`config.mk`:
```
export PLATFORM = sky130hd
export DESIGN_NAME = down_counter_flat
export DESIGN_NICKNAME = d
export VERILOG_FILES = /design/src/rtl/down_counter_if.sv /design/src/rtl/down_counter.sv /design/src/flat_wrapper.sv
export SDC_FILE = /design/constraint.sdc
export NUM_CORES = 1
export LEC_CHECK = 0
export ABC_AREA = 1
export CAP_MARGIN = 5
export CELL_PAD_IN_SITES_DETAIL_PLACEMENT = 1
export CELL_PAD_IN_SITES_GLOBAL_PLACEMENT = 1
export CORE_AREA = 2 2 103 105
export CTS_CLUSTER_SIZE = 16
export DETAILED_ROUTE_END_ITERATION = 12
export DIE_AREA = 0 0 105 107
export GPL_TIMING_DRIVEN = 0
export HOLD_SLACK_MARGIN = 0.05
export PLACE_DENSITY = 0.84
export RECOVER_POWER = 100
export SYNTH_ARGS = -nofsm -noshare
export SYNTH_HDL_FRONTEND = slang
export SYNTH_SLANG_ARGS = --single-unit
```
`constraint.sdc`:
```
create_clock -name clock -period 2.15 [get_ports clock]
set_clock_uncertainty 0.05 [all_clocks]
set_input_delay 0.3225 -clock clock [delete_from_list [all_inputs] [get_ports clock]]
set_output_delay 0.3225 -clock clock [all_outputs]
set_load 0.005 [all_outputs]
```
`src/rtl/down_counter_if.sv`:
```
`default_nettype none
// ============================================================================
// Module   : down_counter_if
// Brief    : Load handshake, control and status bundle for down_counter.
// Revision : 1.0
// ============================================================================
interface down_counter_if #(
    parameter int WIDTH          = 8,
    parameter int PRESCALE_WIDTH = 32
);
    logic [PRESCALE_WIDTH-1:0] prescaler_val;
    logic                      load_valid;
    logic [WIDTH-1:0]          load_value;
    logic                      load_ready;
    logic                      auto_reload;
    logic                      pause;
    logic                      abort;
    logic [WIDTH-1:0]          counter;
    logic                      busy;
    logic                      expired;

    modport master (
        output prescaler_val, load_valid, load_value, auto_reload, pause, abort,
        input  load_ready, counter, busy, expired
    );

    modport slave (
        input  prescaler_val, load_valid, load_value, auto_reload, pause, abort,
        output load_ready, counter, busy, expired
    );
endinterface
`default_nettype wire

```
`src/rtl/down_counter.sv`:
```
`default_nettype none
// ============================================================================
// Module   : down_counter
// Brief    : Loadable, prescaled down-counting timer with expiry pulse and
//            optional auto-reload.
// Revision : 1.0
// ============================================================================
module down_counter #(
    parameter int WIDTH          = 8,
    parameter int PRESCALE_WIDTH = 32
) (
    input  wire            clock,
    input  wire            reset_n,
    down_counter_if.slave  bus
);
    localparam logic [0:0] S_IDLE = 1'b0;
    localparam logic [0:0] S_RUN  = 1'b1;
    localparam logic [WIDTH-1:0] c_ONE  = {{(WIDTH-1){1'b0}}, 1'b1};
    localparam logic [WIDTH-1:0] c_ZERO = '0;

    logic [0:0]                r_state;
    logic [0:0]                w_state_nxt;
    logic [WIDTH-1:0]          r_counter;
    logic [WIDTH-1:0]          r_reload;
    logic [PRESCALE_WIDTH-1:0] r_presc;
    logic                      r_expired;
    logic                      w_load_ready;
    logic                      w_busy;
    logic                      w_load_fire;
    logic                      w_presc_wrap;
    logic                      w_tick;
    logic                      w_last;

    assign w_load_fire  = bus.load_valid && w_load_ready;
    // >= rather than == so a live shrink of prescaler_val never wraps the prescaler
    assign w_presc_wrap = (r_presc >= bus.prescaler_val);
    assign w_tick       = (r_state == S_RUN) && !bus.abort && !bus.pause && w_presc_wrap;
    assign w_last       = (r_counter == c_ONE);

    always_ff @(posedge clock or negedge reset_n) begin
        if (!reset_n) begin
            r_state <= S_IDLE;
        end else begin
            r_state <= w_state_nxt;
        end
    end

    always_comb begin
        w_state_nxt = r_state;
        case (r_state)
            S_IDLE: begin
                if (w_load_fire && (bus.load_value != c_ZERO)) begin
                    w_state_nxt = S_RUN;
                end
            end
            S_RUN: begin
                if (bus.abort) begin
                    w_state_nxt = S_IDLE;
                end else if (w_tick && w_last && !bus.auto_reload) begin
                    w_state_nxt = S_IDLE;
                end
            end
            default: w_state_nxt = S_IDLE;
        endcase
    end

    always_comb begin
        w_load_ready = 1'b0;
        w_busy       = 1'b0;
        case (r_state)
            S_IDLE:  w_load_ready = reset_n && !bus.abort;
            S_RUN:   w_busy       = 1'b1;
            default: w_load_ready = 1'b0;
        endcase
    end

    always_ff @(posedge clock or negedge reset_n) begin
        if (!reset_n) begin
            r_counter <= '0;
            r_reload  <= '0;
            r_presc   <= '0;
            r_expired <= 1'b0;
        end else begin
            r_expired <= 1'b0;
            if (r_state == S_IDLE) begin
                if (w_load_fire) begin
                    r_counter <= bus.load_value;
                    r_reload  <= bus.load_value;
                    r_presc   <= '0;
                    r_expired <= (bus.load_value == c_ZERO);
                end
            end else if (bus.abort) begin
                r_counter <= '0;
                r_presc   <= '0;
            end else if (!bus.pause) begin
                if (w_presc_wrap) begin
                    r_presc <= '0;
                    if (!w_last) begin
                        r_counter <= r_counter - c_ONE;
                    end else begin
                        r_counter <= bus.auto_reload ? r_reload : c_ZERO;
                        r_expired <= 1'b1;
                    end
                end else begin
                    r_presc <= r_presc + 1'b1;
                end
            end
        end
    end

    assign bus.load_ready = w_load_ready;
    assign bus.busy       = w_busy;
    assign bus.counter    = r_counter;
    assign bus.expired    = r_expired;
endmodule
`default_nettype wire

```
`src/flat_wrapper.sv`:
```
// flat-port wrapper written by rule: the top's interface ports become plain ports
module down_counter_flat 
#(
    parameter int WIDTH          = 8,
    parameter int PRESCALE_WIDTH = 32
)
  (clock, reset_n, bus_prescaler_val, bus_load_valid, bus_load_value, bus_auto_reload, bus_pause, bus_abort, bus_load_ready, bus_counter, bus_busy, bus_expired);
  down_counter_if #(.WIDTH(WIDTH), .PRESCALE_WIDTH(PRESCALE_WIDTH)) bus_i ();
  input  wire clock;
  input  wire reset_n;
  input wire logic [$bits(bus_i.prescaler_val)-1:0] bus_prescaler_val;
  input wire logic [$bits(bus_i.load_valid)-1:0] bus_load_valid;
  input wire logic [$bits(bus_i.load_value)-1:0] bus_load_value;
  input wire logic [$bits(bus_i.auto_reload)-1:0] bus_auto_reload;
  input wire logic [$bits(bus_i.pause)-1:0] bus_pause;
  input wire logic [$bits(bus_i.abort)-1:0] bus_abort;
  output wire logic [$bits(bus_i.load_ready)-1:0] bus_load_ready;
  output wire logic [$bits(bus_i.counter)-1:0] bus_counter;
  output wire logic [$bits(bus_i.busy)-1:0] bus_busy;
  output wire logic [$bits(bus_i.expired)-1:0] bus_expired;
  assign bus_i.prescaler_val = bus_prescaler_val;
  assign bus_i.load_valid = bus_load_valid;
  assign bus_i.load_value = bus_load_value;
  assign bus_i.auto_reload = bus_auto_reload;
  assign bus_i.pause = bus_pause;
  assign bus_i.abort = bus_abort;
  assign bus_load_ready = bus_i.load_ready;
  assign bus_counter = bus_i.counter;
  assign bus_busy = bus_i.busy;
  assign bus_expired = bus_i.expired;
  down_counter #(.WIDTH(WIDTH), .PRESCALE_WIDTH(PRESCALE_WIDTH)) u_core (.clock(clock), .reset_n(reset_n), .bus(bus_i));
endmodule
```
Yosys cells after proc, flatten, opt, wreduce, memory -nomap -nowiden
Index checks and enable logic that the tools add are counted.

Input port bits: 46. Register bits: 50. Output and inout bits: 11.

Equality and inequality tests: 3. Bitwise gates (word level): 1. Reduce and logical (&&, ||, !) cells: 17. Add/sub/neg operators: 2. Order comparisons: 1. Mux-type cells: 24.

Operators by type and width (count): two-way mux 32 bit (5); two-way mux 8 bit (7); adder 32 x 1 -> 32 bit (second input constant) (1); greater-or-equal comparator 32 bit (1); two-way mux 1 bit (11); == test 8 x 1 -> 1 bit (second input constant) (1); logical AND 1 bit (8); zero test 8 bit (1); nonzero test 8 bit (1); subtractor 8 x 1 -> 8 bit (second input constant) (1); inequality test 3 bit (second input constant) (2); AND reduction 2 bit (2); zero test 1 bit (3); AND reduction 3 bit (1); one-hot mux 1 bit (2 select lines) (1); nonzero test 2 bit (1); NOT 1 bit (1).

Longest topological paths before layout
Gate-level depths: netlist of run 1.

Word-level depth: 9. Depth in mapped cells: 18.

Worst setup path after synthesis of run 1
No wires, ideal clock.

Kind: register to register. Start point: register u_core.r_presc[5]. End point: register u_core.r_counter[7] (netlist: u_core.bus.counter[7]). Path buffers: 0. Data arrival time: 1.709 ns. Stages on the path, launching flop included: 17. Library setup time: 0.118 ns. Path slack: 0.273 ns. Path through: dfrtp_1 ha_1 nand2_1 inv_1 nand2_1 nor2_1 nor2_1 nand2_1 nand2_1 nand2_1 nand2_1 nand3_1 nand2_1 nand2_2 nand2_1 nand2_1 nand2_1.

Word-level cells in the longest chain between the ends: 3.

Ends and longest elaborated chain: start, declared (RTL line down_counter.sv:25) `logic [PRESCALE_WIDTH-1:0] r_presc;`; start signal, assigned (RTL line down_counter.sv:105) `r_presc <= r_presc + 1'b1;`; greater-or-equal comparator 32 bit (RTL line down_counter.sv:36) `assign w_presc_wrap = (r_presc >= bus.prescaler_val);`; inequality test 3 bit (no source line); AND reduction 3 bit (no source line); end signal, assigned (RTL line down_counter.sv:87) `r_counter <= bus.load_value;`; end signal, assigned (RTL line down_counter.sv:99) `r_counter <= r_counter - c_ONE;`; end signal, assigned (RTL line down_counter.sv:101) `r_counter <= bus.auto_reload ? r_reload : c_ZERO;`; end, declared (RTL line down_counter.sv:23) `logic [WIDTH-1:0] r_counter;`.

No other way between the ends. A chain may end at the register's enable or synchronous reset.

Worst setup path after layout of run 1
Start point: input bus_prescaler_val[25]. End point: register u_core.r_counter[0] (netlist: u_core.bus.counter[0]).

Word-level cells in the longest chain between the ends: 3.

Ends and longest elaborated chain: start, declared (RTL line flat_wrapper.sv:11) `input wire logic [$bits(bus_i.prescaler_val)-1:0] bus_prescaler_val;`; greater-or-equal comparator 32 bit (RTL line down_counter.sv:36); inequality test 3 bit (no source line); AND reduction 3 bit (no source line).

No other way between the ends.

==> out/metrics.cfg, run 1 <==
[run_status]
status = complete, but fails checks
violations = setup timing

[yosys]
ys_ff_latch = 50
synth_top_area_cell = dfrtp_1
synth_cell_type_count = 34
post_synth.cell_area_avg_um2 = 7.096
ys_seq_area_share_pct = 31.83
synth_nets = 635
synthTopCellsByArea = dfrtp_1, nand2_1, ha_1, inv_1, xor2_1
synth_top_area_share_pct = 31.83
syn-cell-area_mm2 = 0.003931
synthCells = 554
ys_warn_count = 0

[clock_network]
cts.clk_slew.worst_paths_ns = 0.10
htreeDepth = 2
root_buffer = clkbuf_8
cts.sinks = 50
cts_tree = built
clk_latency_ns = 0.32
cts_buffer_depth = 2
cts_made_buffers = 5

[die]
fp.dieH_um = 107
core_mm2 = 0.01009
die_area_mm2 = 0.01124
dieWidth_um = 105
start_util_pct = 38.95
io_pins = 57
rows = 37

[global_routing]
grt_max_degree = 29
grt_first_pass_wirelength_um = 21940
grt.overflow.total = 0
track_usage_pct = 24.51
grt_pass1_vias = 4543
antenna_found_initial = 0

[routing]
highest_layer = met4
ant_nets = 0
vias = 4221
drc_errors = 0
met2_length_um = 7443
wl_per_cell_um = 18.12
drt-pass1-iter-count = 4
drt_iter0_drc = 166
viasPerCell = 5.446
wl_met3_um = 565
routed_wl_um = 14040
wl_met1_um = 5581

[timing]
relSlewSlack_pct = 29.84
setup_viol = 2
rsz0062_at_grt = true
fin_crit_ns = 2.195
setup_tns_ns = -0.06972
hold_viol_final = 0
fmax_ghz = 0.4555
finalCritPeriodShare_pct = 102.1
tightest_slew_ns = 1.049
fin_hold_ws_ns = 0.4585
finalMaxSlewViolations = 0
setup_slack_ns = -0.04549

[finish]
fillers = 1297
final_common_cell = nand2_1
drive_gt1_share_pct = 20.81
finalNetCount = 719
layout_common_cells = nand2_1, inv_1, dfrtp_1
area_delta_synth_final_pct = 37.27
antenna_cells = 0
fin_area_mm2 = 0.005396

[worst_setup_path]
critPathCaptureType = flop
cp.arrival_ns = 2.35
worstSetupPathType = in -> reg
crit_chain = clkdlybuf4s50_1, inv_1, ha_4, a21oi_2, o21ai_0, nand2_1, nand3_2, nor2_4, nand3_4, nand2_4, nand2_2, nand3_1, nand2_1
cp_max_fo = 4
cp_slowest_cell = clkdlybuf4s50_1
cpPeakStageDelay_ns = 0.46
cpMostUsedCell = nand2_1
critPathRequiredTime_ns = 2.30
start_kind = primary input

[power_and_ir_drop]
powerDensity_mw_per_mm2 = 451.9
finalPower_mw = 2.439
peakVddDrop_v = 0.0003292
leakage_nw = 2.386

[placed_design]
dp_hpwl_um = 9745
dpl_cell_area_mm2 = 0.004667
port-buffer-count = 55
place_ws_ns = -0.6463
gp_congestion = 0.9357

[worst_hold_path]
hp-class = reg -> reg

[job]
max_cap_violations = 0

==> layer usage <==
metal | up-vias | global-route usage (%)
met5 | - | 0
met3 | 42 | 3.951
met2 | 115 | 46.24
li1 | 1987 | -
met4 | 0 | 8.095
met1 | 2077 | 28.05
==> report_power, final <==
| group | internal, mW | switching (mW) | total (mW) | leakage, nW |
|---|---|---|---|---|
| Sequential | 1.02 | 0.0887 | 1.11 | 0.657 |
| Combinational | 0.325 | 0.409 | 0.734 | 1.68 |
| Clock | 0.261 | 0.334 | 0.594 | 0.0482 |
==> Yosys cell counts <==
cell,instances
ha_1,35
nor4_1,7
o2111ai_1,1
o21ai_0,22
a31oi_1,1
inv_2,4
nor2_4,1
nor4_2,2
dfrtp_1,50
xnor2_1,1
nand2_2,2
nand4_2,1
buf_2,4
o31ai_1,3
nand2_4,1
o21a_1,1
nor2_2,5
clkbuf_1,3
o22ai_1,29
inv_1,94
nand3_4,1
nand3_1,28
nor3b_1,1
nor3_1,16
nor3_2,2
mux2_2,1
xor2_1,22
nand4_1,10
o21ai_2,1
buf_6,1
nand2_1,136
o21ai_1,4
nor2_1,42
a21oi_1,22
==> final cells by class <==
cell class              count  area (µm²)  area share, %
plain buffers               8       56.30          1.043
clock buffers               7       86.33          1.600
clock inverters             1       5.005        0.09274
inverters                  98       375.4          6.956
multi-input cells         399        2711          50.24
flip-flops and latches     50        1264          23.42
well taps                 136       170.2          3.153
repair buffers             76       728.2          13.49
==> sequential cells by signal, summed over array words and instances (netlist names) <==
register	flops
u_core.r_state	1
u_core.r_reload	8
u_core.bus.counter	8
u_core.bus.expired	1
u_core.r_presc	32
==> logic make-up (layout without fill, tap and decap cells) <==
kind of cell	count (synthesis)	in the layout	synth area share (%)
compound gates	84	84	12.09
xor+xnor	23	23	5.124
fa+ha+maj	35	35	11.14
buf+inv	106	190	10.44
flops	50	50	31.83
mux	1	1	0.2864
simple gates	255	256	29.09
==> repair_timing <==
action                     CTS  global route
setup endpoints to repair   40            41
hold buffers                 3             0
resized for setup           66            54
pin swaps                   25            28
gates cloned                 2             0
buffers inserted             5            11
hold endpoints to repair    22             0
==> per-stage QoR <==
step | instances | util (%)
floorplan | 554 | -
global placement | 745 | 46.09
detailed placement | 746 | 46.24
CTS | 764 | 50.55
global route | 775 | 53.47
finish | 775 | 53.47
==> worst paths after layout <==
path | endpoint | cells after the start | slack [ns] | startpoint
min in group asynchronous | u_core.r_presc[1] | 2 | 0.72 | reset_n
max in group asynchronous | u_core.r_presc[29] | 4 | 0.50 | reset_n
worst max-delay path | u_core.bus.counter[0] | 13 | -0.05 | bus_prescaler_val[25]
worst min-delay path | u_core.r_reload[4] | 2 | 0.46 | u_core.r_reload[4]
worst min register to register | u_core.r_reload[4] | 2 | 0.46 | u_core.r_reload[4]
worst max register to register | u_core.bus.counter[0] | 10 | -0.01 | u_core.r_presc[21]
==> worst max-delay path: cells and delay by family <==
kind            cells  cell delay (ns)
compound gates      2             0.24
buf+inv             2             0.53
simple gates        8             1.00
fa+ha+maj           1             0.25
No activity file was read; power rests on OpenSTA's default activity.
==> run 2: changes to the inputs <==
--- a/config.mk
+++ b/config.mk
@@ -10,6 +10,7 @@
 export CELL_PAD_IN_SITES_DETAIL_PLACEMENT = 1
 export CELL_PAD_IN_SITES_GLOBAL_PLACEMENT = 1
 export CORE_AREA = 2 2 103 105
+export CTS_CLUSTER_DIAMETER = 50
 export CTS_CLUSTER_SIZE = 16
 export DETAILED_ROUTE_END_ITERATION = 12
 export DIE_AREA = 0 0 105 107
==> results of run 2 <==
Final layout, timing and power as in run 1 (identical DEF).
